`config.mk`:
```
export PLATFORM = sky130hd
export DESIGN_NAME = bp_me_cache_dma_to_mem
export DESIGN_NICKNAME = d
export VERILOG_FILES = /design/src/rtl/bp_me_cache_dma_to_mem_pkg.sv /design/src/rtl/bp_me_cache_dma_to_mem_fifo.sv /design/src/rtl/bp_me_cache_dma_to_mem.sv
export SDC_FILE = /design/constraint.sdc
export NUM_CORES = 1
export LEC_CHECK = 0
export BUFFER_PORTS_ARGS = -buffer_cell sky130_fd_sc_hd__clkbuf_2
export CAP_MARGIN = 20
export CORE_ASPECT_RATIO = 0.9
export CORE_MARGIN = 3
export CORE_UTILIZATION = 34
export CTS_BUF_LIST = sky130_fd_sc_hd__clkbuf_16
export DETAILED_ROUTE_END_ITERATION = 8
export GPL_ROUTABILITY_DRIVEN = 1
export SLEW_MARGIN = 20
export SYNTH_ARGS = -nofsm -noshare
export SYNTH_HDL_FRONTEND = slang
export SYNTH_SLANG_ARGS = --single-unit
```
`constraint.sdc`:
```
create_clock -name clk_i -period 5 [get_ports clk_i]
set_input_delay 0.25 -clock clk_i [delete_from_list [all_inputs] [get_ports clk_i]]
set_output_delay 0.25 -clock clk_i [all_outputs]
set_load 0.01 [all_outputs]
```
`src/rtl/bp_me_cache_dma_to_mem_pkg.sv`:
```
// bp_me_pkg: shared types for the cache-DMA to memory-beat converter
package bp_me_pkg;

    typedef enum logic [1:0] {
        e_ready,
        e_read,
        e_write
    } bp_me_dma_state_e;

endpackage

```
`src/rtl/bp_me_cache_dma_to_mem_fifo.sv`:
```
// bsg_fifo_1r1w_small: small one-read one-write fifo used as the read-response buffer
module bsg_fifo_1r1w_small #(
    parameter int width_p = 64,
    parameter int els_p   = 4
) (
    input  logic               clk_i,
    input  logic               reset_i,
    input  logic [width_p-1:0] data_i,
    input  logic               v_i,
    output logic               ready_o,
    output logic [width_p-1:0] data_o,
    output logic               v_o,
    input  logic               yumi_i
);

    localparam int ptr_w_lp = (els_p > 1) ? $clog2(els_p) : 1;
    localparam int cnt_w_lp = $clog2(els_p + 1);
    localparam logic [ptr_w_lp-1:0] last_lp = ptr_w_lp'(els_p - 1);

    logic [width_p-1:0]  mem_q [els_p];
    logic [ptr_w_lp-1:0] wptr_q, rptr_q;
    logic [cnt_w_lp-1:0] cnt_q;
    logic                enq, deq;

    // full blocks enqueue even if a dequeue happens in the same cycle
    assign ready_o = cnt_q != cnt_w_lp'(els_p);
    assign v_o     = cnt_q != '0;
    assign data_o  = mem_q[rptr_q];
    assign enq     = v_i & ready_o;
    assign deq     = yumi_i & v_o;

    // pointer and occupancy bookkeeping
    always_ff @(posedge clk_i or posedge reset_i) begin
        if (reset_i) begin
            wptr_q <= '0;
            rptr_q <= '0;
            cnt_q  <= '0;
        end else begin
            wptr_q <= enq ? ((wptr_q == last_lp) ? '0 : wptr_q + 1'b1) : wptr_q;
            rptr_q <= deq ? ((rptr_q == last_lp) ? '0 : rptr_q + 1'b1) : rptr_q;
            cnt_q  <= cnt_q + cnt_w_lp'(enq) - cnt_w_lp'(deq);
        end
    end

    // storage needs no reset; occupancy decides what is valid
    always_ff @(posedge clk_i) begin
        if (enq) mem_q[wptr_q] <= data_i;
    end

endmodule

```
`src/rtl/bp_me_cache_dma_to_mem.sv`:
```
// bp_me_cache_dma_to_mem: splits block DMA requests into per-beat memory read/write commands
module bp_me_cache_dma_to_mem
    import bp_me_pkg::*;
#(
    parameter int daddr_width_p        = 40,
    parameter int fill_width_p         = 64,
    parameter int block_size_in_fill_p = 8,
    parameter int resp_els_p           = 4
) (
    input  logic                     clk_i,
    input  logic                     reset_i,
    input  logic [daddr_width_p:0]   dma_pkt_i,
    input  logic                     dma_pkt_v_i,
    output logic                     dma_pkt_yumi_o,
    output logic [fill_width_p-1:0]  dma_data_o,
    output logic                     dma_data_v_o,
    input  logic                     dma_data_ready_and_i,
    input  logic [fill_width_p-1:0]  dma_data_i,
    input  logic                     dma_data_v_i,
    output logic                     dma_data_yumi_o,
    output logic                     mem_cmd_v_o,
    output logic                     mem_cmd_w_o,
    output logic [daddr_width_p-1:0] mem_cmd_addr_o,
    output logic [fill_width_p-1:0]  mem_cmd_data_o,
    input  logic                     mem_cmd_ready_and_i,
    input  logic [fill_width_p-1:0]  mem_resp_data_i,
    input  logic                     mem_resp_v_i,
    output logic                     mem_resp_ready_and_o
);

    localparam int fill_bytes_lp = fill_width_p / 8;
    localparam int byte_w_lp     = $clog2(fill_bytes_lp);
    localparam int cnt_w_lp      = $clog2(block_size_in_fill_p) + 1;
    localparam logic [cnt_w_lp-1:0] last_lp = cnt_w_lp'(block_size_in_fill_p - 1);
    localparam logic [cnt_w_lp-1:0] size_lp = cnt_w_lp'(block_size_in_fill_p);
    localparam logic [daddr_width_p-1:0] off_mask_lp = daddr_width_p'(fill_bytes_lp * block_size_in_fill_p - 1);

    bp_me_dma_state_e          state_q;
    logic [daddr_width_p-1:0]  base_q;
    logic [cnt_w_lp-1:0]       issue_q, ret_q;
    logic                      cmd_fire, fill_fire, rd_credit, buf_ready;

    // outstanding reads never exceed buffer space, so no response is ever refused for lack of room
    assign rd_credit = (issue_q < size_lp) && (32'(issue_q - ret_q) < 32'(resp_els_p));

    assign mem_cmd_v_o          = (state_q == e_write) ? dma_data_v_i : (state_q == e_read) & rd_credit;
    assign mem_cmd_w_o          = state_q == e_write;
    assign mem_cmd_addr_o       = base_q + (daddr_width_p'(issue_q) << byte_w_lp);
    assign mem_cmd_data_o       = dma_data_i;
    assign cmd_fire             = mem_cmd_v_o & mem_cmd_ready_and_i;
    assign dma_data_yumi_o      = (state_q == e_write) & cmd_fire;
    assign dma_pkt_yumi_o       = (state_q == e_ready) & dma_pkt_v_i & ~reset_i;
    assign fill_fire            = dma_data_v_o & dma_data_ready_and_i;
    assign mem_resp_ready_and_o = (state_q == e_read) & buf_ready;

    bsg_fifo_1r1w_small #(
        .width_p(fill_width_p),
        .els_p  (resp_els_p)
    ) resp_buf (
        .clk_i  (clk_i),
        .reset_i(reset_i),
        .data_i (mem_resp_data_i),
        .v_i    (mem_resp_v_i & mem_resp_ready_and_o),
        .ready_o(buf_ready),
        .data_o (dma_data_o),
        .v_o    (dma_data_v_o),
        .yumi_i (fill_fire)
    );

    // block sequencer: accept a packet, walk the beats, return to ready when the block is done
    always_ff @(posedge clk_i or posedge reset_i) begin
        if (reset_i) begin
            state_q <= e_ready;
            issue_q <= '0;
            ret_q   <= '0;
        end else begin
            case (state_q)
                e_ready: if (dma_pkt_yumi_o) state_q <= dma_pkt_i[daddr_width_p] ? e_write : e_read;
                e_write: if (cmd_fire) begin
                    state_q <= (issue_q == last_lp) ? e_ready : e_write;
                    issue_q <= (issue_q == last_lp) ? '0 : issue_q + 1'b1;
                end
                e_read: begin
                    if (fill_fire && ret_q == last_lp) begin
                        state_q <= e_ready;
                        issue_q <= '0;
                        ret_q   <= '0;
                    end else begin
                        issue_q <= issue_q + cnt_w_lp'(cmd_fire);
                        ret_q   <= ret_q + cnt_w_lp'(fill_fire);
                    end
                end
                default: state_q <= e_ready;
            endcase
        end
    end

    // block-aligned base address captured with the packet
    always_ff @(posedge clk_i) begin
        if (dma_pkt_yumi_o) base_q <= dma_pkt_i[daddr_width_p-1:0] & ~off_mask_lp;
    end

    a_resp_only_in_read: assert property (@(posedge clk_i) disable iff (reset_i)
        mem_resp_v_i |-> state_q == e_read);
    a_evict_only_in_write: assert property (@(posedge clk_i) disable iff (reset_i)
        dma_data_yumi_o |-> state_q == e_write);

endmodule
```
; Word level (Yosys, flattened, before mapping)
; Memory sizes are Yosys's and may differ from the RTL's.
; Cells that the tools add are included.
[word_totals]
ff_bits = 51
input_bits = 176
output_inout_bits = 174
memories = 1
mem_bits_rw = 256
elab_cells = 63
[memory_table]
columns = name, depth, width, read_ports, rd_ports_with_merged_regs, write_ports, line
row1 = resp_buf.mem_q, 4, 64, 1, 0, 1, bp_me_cache_dma_to_mem_fifo.sv:20  ; logic [width_p-1:0] mem_q [els_p];
[classes]
n_reduce_logical = 7
addsub = 9
muxes = 16
eq_ne = 10
order_cmp = 2
n_bitwise = 11
[ops]
columns = cell, count
row1 = $add A40 B7 Y40, 1
row2 = $lt A32 B3 Y1 const B, 1
row3 = $mux W4, 4
row4 = $mux W2, 7
row5 = $and A1 B1 Y1, 10
row6 = $add A4 B1 Y4, 2
row7 = $eq A4 B3 Y1 const B, 2
row8 = $pmux W4 S2, 1
row9 = $eq A2 B2 Y1 const B, 3
row10 = $pmux W2 S3, 1
row11 = $sub A4 B4 Y5, 1
row12 = $add A2 B1 Y2 const B, 2
row13 = $add A4 B1 Y4 const B, 1
row14 = $lt A4 B4 Y1 const B, 1
row15 = $ne A2 B1 Y1 const B, 2
row16 = $add A3 B1 Y3, 1
row17 = $mux W1, 3
row18 = $ne A3 B3 Y1 const B, 1
row19 = $reduce_and A3 Y1, 1
row20 = $reduce_bool A3 Y1, 1
row21 = $sub A3 B1 Y3, 1
row22 = $eq A2 B1 Y1 const B, 1
row23 = $logic_and A1 B1 Y1, 2
row24 = $logic_not A2 Y1, 1
row25 = other kinds (4), 4

; Logic depth before layout (Yosys ltp)
[depth]
word_depth = 9
ltp_mapped = 11
ltp_nobuf = 11

; By module
; From an unflattened synthesis, not the netlist that was laid out.
[hier_totals]
cells_unflattened = 662
hier_area_um2 = 12672.2
[modules_own_cells]
columns = mod, n_inst, area_each_um2, cells_per_inst, seq_area_each_um2
row1 = bsg_fifo_1r1w_small, 1, 9659.3, 373, 7862.5
row2 = bp_me_cache_dma_to_mem, 1, 3012.9, 289, 1271.2

; Least setup slack after synthesis
; OpenSTA, ideal clock, no wires.
[synth_timing]
path_type = reg-to-reg
from = register state_q[1]
to = register base_q[10], enable pin
n_path_buf = 1
t_required_ns = 4.458
setup_ns = 0.542
synth_period_minus_slack_ns = 5.119
path_stages_with_launch = 3
arrival_time_ns = 4.577
setup_slack_ns = -0.119
cell_sequence = dfrtp_1 clkbuf_1 nor4b_1
[synth_between]
elab_chain_len = 3
[synth_rtl]
columns = element, line
row1 = start: declaration, bp_me_cache_dma_to_mem.sv:38  ; bp_me_dma_state_e state_q;
row2 = start signal: assignment, bp_me_cache_dma_to_mem.sv:73  ; state_q <= e_ready;
row3 = start signal: assignment, bp_me_cache_dma_to_mem.sv:78  ; e_ready: if (dma_pkt_yumi_o) state_q <= dma_pkt_i[daddr_width_p] ? e_write : e_read;
row4 = start signal: assignment, bp_me_cache_dma_to_mem.sv:80  ; state_q <= (issue_q == last_lp) ? e_ready : e_write;
row5 = $logic_not A2 Y1, bp_me_cache_dma_to_mem.sv:52  ; assign dma_pkt_yumi_o = (state_q == e_ready) & dma_pkt_v_i & ~reset_i;
row6 = $and A1 B1 Y1 (2 in a row), bp_me_cache_dma_to_mem.sv:52
row7 = named net dma_pkt_yumi_o, bp_me_cache_dma_to_mem.sv:14  ; output logic dma_pkt_yumi_o,
row8 = end signal: assignment, bp_me_cache_dma_to_mem.sv:100  ; if (dma_pkt_yumi_o) base_q <= dma_pkt_i[daddr_width_p-1:0] & ~off_mask_lp;
row9 = end: declaration, bp_me_cache_dma_to_mem.sv:39  ; logic [daddr_width_p-1:0] base_q;
; The timed path passes the listed nets, and every way through them passes these cells.
; A chain may end at the register's enable or synchronous reset.

; Final worst setup path
[layout_timing]
from = register issue_q[3]
to = output port mem_cmd_addr_o[30]
[layout_between]
elab_chain_len = 1
[layout_rtl]
columns = element, line
row1 = start: declaration, bp_me_cache_dma_to_mem.sv:40  ; logic [cnt_w_lp-1:0] issue_q, ret_q;
row2 = start signal: assignment, bp_me_cache_dma_to_mem.sv:81  ; issue_q <= (issue_q == last_lp) ? '0 : issue_q + 1'b1;
row3 = start signal: assignment, bp_me_cache_dma_to_mem.sv:89  ; issue_q <= issue_q + cnt_w_lp'(cmd_fire);
row4 = $add A40 B7 Y40, bp_me_cache_dma_to_mem.sv:48  ; assign mem_cmd_addr_o = base_q + (daddr_width_p'(issue_q) << byte_w_lp);
row5 = end: declaration, bp_me_cache_dma_to_mem.sv:23  ; output logic [daddr_width_p-1:0] mem_cmd_addr_o,
; Every way passes these cells.

==> impl_results.md <==
- Die height: 189 um
- CP Launch Type: flip-flop
- Period utilization: 61.8%
- Peak VDD IR: 0.341 mV
- Setup TNS: 0 ns
- Gate power share: 23.2%
- CP Max Fanout: 9
- Global-route wire length before repair: 41.1 mm
- Yosys top cell area share: 68.5%
- Area of the multi-input gates: 2930 sq um
- Power per cell area: 478 nW/um^2
- Most Frequent Cell on Critical Path: ha_1
- Req. time, crit path: 4.75 ns
- Pwr Total: 7.62 mW
- Crit path largest cell delay: 0.59 ns
- Worst-path clk slew: 0.05 ns
- Layout fillers: 3233
- Total grt overflow: 0
- Register area: 9140 sq um
- Clock Sinks: 307
- Final Hold Viols: 0
- Largest area contributor in the netlist: edfxtp_1
- WP data arrival: 2.84 ns
- Yosys warnings: 0
- I/O pin count: 350
- Switching power: 2.14 mW
- Slew Viols, Final: 0
- Fmax: 324 MHz
- Largest net degree at the start of global routing: 67
- WL/cell: 18.4 um
- DR pass1 iterations: 5
- Mapped cell area: 12700 sq um
- Predominant post-synthesis flop cell: edfxtp_1
- DR vias: 6780
- Internal Power: 5.48 mW
- Initial Util: 34.8%
- Cells after Synth: 666
- Worst Setup End Kind: primary output
- GRT Total Usage: 13.1%
- GP Congestion: 0.800
- Vias in the first global route: 7229
- WS Path Type: reg2out
- TritonCTS Buffers: 34
- CP max-delay cell: nor2_1
- Core area: 36500 sq um
- Clock Path Buffers: 3
- Post-Route Utilization: 43.7%
- I/O Buffers: 212
- Fraction of layout cells with a size suffix above 1: 36.7%
- Antenna Nets Post-Route: 0
- Drt drc: 0
- Vias per cell: 4.74
- Die X: 210 um
- Initial antenna violation count: 0
- Number of synthesized flops with an enable pin: 290
- Sw Share: 28.0%
- Min Tclk post-route: 3.09 ns
- H-tree depth: 2
- Clock latency at the later pin of the worst-skew pair: 0.50 ns
- Area grow syn2layout: 25.4%
- Max_cap viols: 0
- Seq cells post-synth: 307
- Commonest cells after routing, fill and taps aside: 290 x edfxtp_1, 212 x clkbuf_2, 99 x dlygate4sd3_1
- Final Setup Violations: 0
- Sequential fraction of design power: 44.8%
- Final WL: 26.3 mm
- Status: finished, final reports clean
- Clock root cell: clkbuf_16
- Site Rows: 66
- Post-detail-place hpwl: 16.2 mm
- Hold crit path type: in2reg
- Syn Area/Cell: 19.1 sq um
- Async SR Flop Fraction: 5.54%
- Top post-synthesis cells by area: edfxtp_1 69%, mux4_2 11%, buf_4 4.1%
- Worst-margin pin slew: 1.06 ns
- Skew final: 0.00698 ns
- Leak Pwr: 5.71 nW
- Slew Limit Headroom: 29.7%
- Commonest non-fill, non-tap cell in the layout: edfxtp_1
- Fin nets: 1123
- Antenna Cells: 0
- Die area: 39700 sq um
- Netlist cell types: 61
- RSZ-0062 raised after global routing: no
- Clock share of power: 32.0%
- Starting DRT DRC Count: 281
- Crit-path cells: ha_1, ha_1, nand2_1, nor2_1, nor4b_1, xor2_1, clkbuf_2
- TritonCTS clock tree: done
- Sequential area share after synthesis: 71.9%
per-layer routing:
metal / GRT usage, % / share of wire, % / wire [um]
met1: 17.2 / 42 / 11100
met3: 3.55 / 7.5 / 1960
met2: 21.1 / 48 / 12600
met4: 4.64 / 2.7 / 709
met5: 0 / 0 / 0
final timing paths:
kind,start,end,slack [ns],cells past startpoint
min in group asynchronous,reset_i,state_q[1],0.46,3
max in group asynchronous,reset_i,resp_buf.rptr_q[0],3.99,3
setup / recovery,issue_q[3],mem_cmd_addr_o[30],1.91,7
setup reg to reg,state_q[1],resp_buf.mem_q[1][28],2.32,3
hold / removal,dma_pkt_i[40],state_q[0],0.04,3
hold reg to reg,ret_q[3],ret_q[3],0.50,1
critical path: cells and delay by family, from the launching register on:
kind,cells,cell delay [ns]
buf+inv,1,0.17
xor+xnor,1,0.19
fa+ha+maj,2,0.45
flops,1,0.46
simple gates,3,1.06
sequential cells by signal, summed over array words and instances, names as in the netlist:
| name | cells |
|---|---|
| resp_buf.wptr_q | 2 |
| resp_buf.cnt_q | 3 |
| resp_buf.mem_q | 256 |
| state_q | 2 |
| base_q | 34 |
| issue_q | 4 |
| resp_buf.rptr_q | 2 |
| ret_q | 4 |
Yosys cell counts, drive strengths merged (3+ instances only):
cell / count
a21oi: 5
a31oi: 3
and2: 5
and3: 8
and4: 4
buf: 83
clkbuf: 8
dfrtp: 17
edfxtp: 290
ha: 17
inv: 13
mux2: 4
mux4: 64
nand2: 19
nand3: 16
nand4: 11
nor2: 10
nor2b: 4
nor3: 5
nor4: 7
nor4b: 4
o21ai: 4
or3: 3
xnor2: 19
xor2: 15
per-stage QoR:
stage	std cells	setup slack [ns]	area [sq um]	hold slack, ns
after floorplan	668	1.78	12700	0.184
after global placement	1268	2.31	13800	0.427
after detailed placement	1268	2.26	13800	0.429
after CTS	1427	1.83	15900	0.0107
after global routing	1429	1.68	15900	0.0158
final	1429	1.91	15900	0.0372
power groups by stage:
| stage | Clock [mW] | Sequential, mW | Combinational [mW] |
|---|---|---|---|
| after floorplan | 0 | 3.20 | 1.38 |
| after global placement | 0 | 3.47 | 1.73 |
| after detailed placement | 0 | 3.48 | 1.74 |
| after CTS | 2.52 | 3.43 | 1.81 |
| after global routing | 2.64 | 3.47 | 1.94 |
| final | 2.44 | 3.41 | 1.77 |
timing repair:
item / in CTS / in global routing
resized for setup: 0 / 0
hold endpoints to repair: 307 / 0
setup endpoints to repair: 0 / 0
buffers inserted: 0 / 0
hold buffers: 99 / 0
kinds of logic after synthesis:
| family | Yosys count | share of synthesized area (%) |
|---|---|---|
| AOI/OAI and AO/OA | 29 | 1.60 |
| xor gates and xnor gates | 34 | 2.34 |
| adders and majority gates | 18 | 1.83 |
| buffers and inverters | 104 | 5.44 |
| DFF | 307 | 71.9 |
| muxes | 68 | 11.7 |
| other | 1 | 0.0295 |
| and+or+nand+nor | 105 | 5.20 |
area by class of cell:
| type | instances | area share, % |
|---|---|---|
| Sequential cell | 307 | 57.4 |
| Multi-Input combinational cell | 257 | 18.4 |
| Timing Repair Buffer | 316 | 13.3 |
| Clock buffer | 37 | 5.81 |
| Tap cell | 476 | 3.74 |
| Clock inverter | 23 | 1.11 |
| Inverter | 13 | 0.306 |
Note: power is estimated with default switching activity, not from simulation.
